### src/rtl/crosswalk_request.sv
`default_nettype none
// ============================================================================
// Module   : crosswalk_request
// Brief    : Pedestrian push-button synchronizer, debouncer and request latch
//            with post-service hold-off and saturating press counter.
// Revision : 1.0 - initial release
// ============================================================================

module crosswalk_request #(
    parameter int DEBOUNCE_TICKS = 2,
    parameter int HOLDOFF_TICKS  = 8,
    parameter int COUNT_W        = 8
) (
    input  logic               clock,
    input  logic               reset,
    input  logic               button_n,
    input  logic               ack,
    output logic               req,
    output logic               pressed,
    output logic               holdoff,
    output logic [COUNT_W-1:0] press_count
);

    localparam int c_DB_W = $clog2(DEBOUNCE_TICKS + 1);
    localparam int c_HO_W = (HOLDOFF_TICKS > 0) ? $clog2(HOLDOFF_TICKS + 1) : 1;

    localparam logic [c_DB_W-1:0]  c_DB_MAX  = c_DB_W'(DEBOUNCE_TICKS);
    localparam logic [c_HO_W-1:0]  c_HO_LOAD = c_HO_W'(HOLDOFF_TICKS);
    localparam logic [COUNT_W-1:0] c_CNT_MAX = '1;

    typedef enum logic [1:0] {
        S_IDLE         = 2'd0,
        S_PRESS_WAIT   = 2'd1,
        S_PRESSED      = 2'd2,
        S_RELEASE_WAIT = 2'd3
    } state_t;

    state_t              r_state;
    state_t              w_state_nxt;
    logic [c_DB_W-1:0]   r_cnt;
    logic [c_DB_W-1:0]   w_cnt_nxt;
    logic                w_press_evt;
    logic                w_pressed_nxt;

    logic                r_sync1;
    logic                r_sync2;
    logic                w_btn_s;

    logic                r_req;
    logic                r_pressed;
    logic                r_holdoff;
    logic [c_HO_W-1:0]   r_ho_cnt;
    logic [c_HO_W-1:0]   w_ho_nxt;
    logic                w_req_nxt;
    logic [COUNT_W-1:0]  r_press_count;

    // Flops reset to the released level so a held button looks like a new press.
    always_ff @(posedge clock) begin
        if (reset) begin
            r_sync1 <= 1'b1;
            r_sync2 <= 1'b1;
        end else begin
            r_sync1 <= button_n;
            r_sync2 <= r_sync1;
        end
    end

    assign w_btn_s = ~r_sync2;

    always_ff @(posedge clock) begin
        if (reset) begin
            r_state <= S_IDLE;
            r_cnt   <= '0;
        end else begin
            r_state <= w_state_nxt;
            r_cnt   <= w_cnt_nxt;
        end
    end

    always_comb begin
        w_state_nxt = r_state;
        w_cnt_nxt   = r_cnt;
        w_press_evt = 1'b0;
        case (r_state)
            S_IDLE: begin
                w_cnt_nxt = '0;
                if (w_btn_s) begin
                    w_state_nxt = S_PRESS_WAIT;
                    w_cnt_nxt   = c_DB_W'(1);
                end
            end
            S_PRESS_WAIT: begin
                if (!w_btn_s) begin
                    w_state_nxt = S_IDLE;
                    w_cnt_nxt   = '0;
                end else if (r_cnt == c_DB_MAX) begin
                    w_state_nxt = S_PRESSED;
                    w_cnt_nxt   = '0;
                    w_press_evt = 1'b1;
                end else begin
                    w_cnt_nxt = r_cnt + c_DB_W'(1);
                end
            end
            S_PRESSED: begin
                w_cnt_nxt = '0;
                if (!w_btn_s) begin
                    w_state_nxt = S_RELEASE_WAIT;
                    w_cnt_nxt   = c_DB_W'(1);
                end
            end
            S_RELEASE_WAIT: begin
                if (w_btn_s) begin
                    w_state_nxt = S_PRESSED;
                    w_cnt_nxt   = '0;
                end else if (r_cnt == c_DB_MAX) begin
                    w_state_nxt = S_IDLE;
                    w_cnt_nxt   = '0;
                end else begin
                    w_cnt_nxt = r_cnt + c_DB_W'(1);
                end
            end
            default: begin
                w_state_nxt = S_IDLE;
                w_cnt_nxt   = '0;
            end
        endcase
    end

    // The debounced level stays high through the release-qualification window.
    assign w_pressed_nxt = (w_state_nxt == S_PRESSED) || (w_state_nxt == S_RELEASE_WAIT);

    always_comb begin
        w_ho_nxt  = (r_ho_cnt != '0) ? (r_ho_cnt - c_HO_W'(1)) : '0;
        w_req_nxt = r_req;
        if (ack && r_req) begin
            // Service wins over a coincident press; that press is only counted.
            w_req_nxt = 1'b0;
            if (HOLDOFF_TICKS > 0) begin
                w_ho_nxt = c_HO_LOAD;
            end
        end else if (w_press_evt && !r_holdoff) begin
            w_req_nxt = 1'b1;
        end
    end

    always_ff @(posedge clock) begin
        if (reset) begin
            r_pressed     <= 1'b0;
            r_req         <= 1'b0;
            r_ho_cnt      <= '0;
            r_holdoff     <= 1'b0;
            r_press_count <= '0;
        end else begin
            r_pressed <= w_pressed_nxt;
            r_req     <= w_req_nxt;
            r_ho_cnt  <= w_ho_nxt;
            r_holdoff <= (w_ho_nxt != '0);
            if (w_press_evt && (r_press_count != c_CNT_MAX)) begin
                r_press_count <= r_press_count + COUNT_W'(1);
            end
        end
    end

    assign req         = r_req;
    assign pressed     = r_pressed;
    assign holdoff     = r_holdoff;
    assign press_count = r_press_count;

endmodule

`default_nettype wire

### config.mk
export PLATFORM = sky130hd
export DESIGN_NAME = crosswalk_request
export DESIGN_NICKNAME = d
export VERILOG_FILES = /design/src/rtl/crosswalk_request.sv
export SDC_FILE = /design/constraint.sdc
export NUM_CORES = 1
export LEC_CHECK = 0
export ABC_AREA = 1
export CORE_MARGIN = 5
export CORE_UTILIZATION = 55
export CTS_CLUSTER_DIAMETER = 100
export DETAILED_ROUTE_END_ITERATION = 6
export PLACE_DENSITY_LB_ADDON = 0.12
export SLEW_MARGIN = 10
export SYNTH_ARGS = -nofsm -noshare
export SYNTH_HDL_FRONTEND = slang
export SYNTH_SLANG_ARGS = --single-unit
### constraint.sdc
create_clock -name clock -period 2.2 [get_ports clock]
set_input_delay 0.22 -clock clock [delete_from_list [all_inputs] [get_ports clock]]
set_output_delay 0.22 -clock clock [all_outputs]
set_load 0.01 [all_outputs]
==> qor.csv <==
metric;value;unit
synth_flop_cell;dfxtp_1;
path_delay_family;buffers and inverters;
ys_types;23;
final_antenna_net_count;0;
drive_gt1_frac;0.107;
p_clk_frac;0.239;
required;1.98;ns
finalCritPeriodShare;0.717;
die_area;2630;um^2
p_switching;0.269;mW
combPwrFrac;0.267;
report.final.slew_viol_count;0;
initialDrtViolationCount;15;
p_int;0.596;mW
hold_ws;0.424;ns
fillers;152;
syn_area_per_cell;7.09;um^2
synth_common_cells;nand2_1, nor2_1, dfxtp_1, inv_1, o21ai_0;
fin_crit;1.58;ns
grt_max_degree;13;
wirelength;1780;um
cap_violations;0;
yosys.area.top_type_share;0.428;
p_seq_frac;0.494;
synth_cells;132;
hold_viol_final;0;
status;completed;
max_freq;634;MHz
grt_pass1_vias;785;
synth-edff-count;0;
diodes;0;
cts_resized;0;
post_cts_buffers;0;
fin_total_pwr;0.865;mW
h-tree-depth;1;
dpl.cell_count;162;
num_vias;820;
portBuffers;14;
grt_pass1_wl;3120;um
rsz0062_at_grt;false;
crit_type;reg2out;
syn-cell-area;936;um^2
placed_area;1090;um^2
num_io_pins;15;
root_buffer;clkbuf_4;
arrival;1.36;ns
slowest_stage;clkdlybuf4s50_1;
async_flop_share;0;
clk_pin_slew;0.11;ns
synth_nets;138;
relSlewSlack;0.679;
synthTopCellsByArea;dfxtp_1, nand2_1, nor2_1;
finalWeightedCongestion;0.782;
yosys_warnings;0;
yosys.area.top_type;dfxtp_1;
grt-ovfl-total;0;
drc;0;
fin_ws;0.623;ns
clockBufferDepth;2;
cp_max_fo;7;
leakagePower;0.460;nW
antenna_found_initial;0;
cts_inserted_buffers;3;
gr-usage-all-layers;0.157;
endpoint_kind;primary output;
dpl.hpwl;1410;um
nets;156;
setup_viol;0;
die_w;51.3;um
hold_class;reg2reg;
crit_path_cell_trace;clkdlybuf4s50_1;
p_sw_frac;0.311;
initial_core_util;0.560;
regArea;400;um^2
utilization;0.676;
synth-seq-area-share;0.428;
multi_input_area;452;um^2
cts_tree;yes;
worst_pin_slew;0.480;ns
instances_no_fill;166;
design_area;1130;um^2
max_stage_delay;0.59;ns
yosysMostFrequentCell;nand2_1;
wl_per_cell;10.7;um
ff2ff_setup_slack;0.78;ns
cts.hold.buffers_added;0;
worst-path-buf-inv;1;
core_area;1670;um^2
tns;0;ns
crit_path_start_kind;register;
syn2layout_area_growth;20.6;%
vdd_drop_max;0.408;mV
pwr_density_cell;767;nW/um^2
skew;0.000571;ns
dr.pass1.iters;4;
place_ws;0.625;ns
cts_sinks;20;
fp.dieH;51.3;um
routed_via_density;4.94;
ys_seq_elements;20;
clk_latency;0.29;ns
num_rows;15;
==> layout make-up <==
cell class                 instances  area share
clock buffer                       4      0.0322
multi-input combinational         90       0.400
timing repair buffer              14       0.124
sequential                        20       0.355
inverter                          21      0.0698
tap                               17      0.0188
==> path summary, 6_finish.rpt <==
path,start,to,depth (start not counted)
hold reg to reg,r_sync1,r_sync2,1
setup / recovery,press_count[2],press_count[2],1
hold / removal,r_sync1,r_sync2,1
setup reg to reg,press_count[1],press_count[7],8
==> worst register-to-register path: stages, from the launching register on <==
cell,delay [ns]
dfxtp_1,0.41
ha_1,0.24
inv_1,0.07
nor2_2,0.15
nand2_2,0.11
nand2_4,0.11
inv_2,0.08
nand2_1,0.09
a21oi_2,0.05
==> power groups by stage <==
stage               Combinational [mW]  Clock (mW)  Sequential [mW]
finish                           0.231       0.207            0.427
global route                     0.274       0.229            0.433
CTS                              0.234       0.214            0.427
detailed placement               0.233           0            0.436
global placement                 0.220           0            0.434
floorplan                        0.165           0            0.436
==> registers in the layout (all words and copies together), names as in the netlist <==
name / flops
r_state: 2
r_sync1: 1
holdoff: 1
req: 1
press_count: 8
r_cnt: 2
r_ho_cnt: 4
r_sync2: 1
==> layer usage <==
layer / global-route usage / share of wire / vias to the layer above
met2: 0.298 / 0.50 / 8
li1: - / - / 440
met1: 0.168 / 0.46 / 370
met4: 0.0524 / 0.0079 / 0
met3: 0.0350 / 0.030 / 2
met5: 0 / 0 / -
==> cell families (layout without fill, tap and decap cells) <==
family	after synthesis	after routing	share of synthesized area
and+or+nand+nor	71	71	0.334
buffers and inverters	22	39	0.0896
DFF	20	20	0.428
AOI/OAI and AO/OA	14	14	0.0936
xor gates and xnor gates	3	3	0.0281
adders and majority gates	2	2	0.0267
==> placed cells by master, fill, tap and decap left out, types with 3 or more instances in the layout <==
cell / instances
nor2_1: 25
nand3_1: 6
nand2_1: 29
a21oi_2: 4
inv_1: 20
clkdlybuf4s50_1: 14
o21ai_0: 7
dfxtp_1: 20
clkbuf_4: 3
Power figures use the tool's default switching activity.
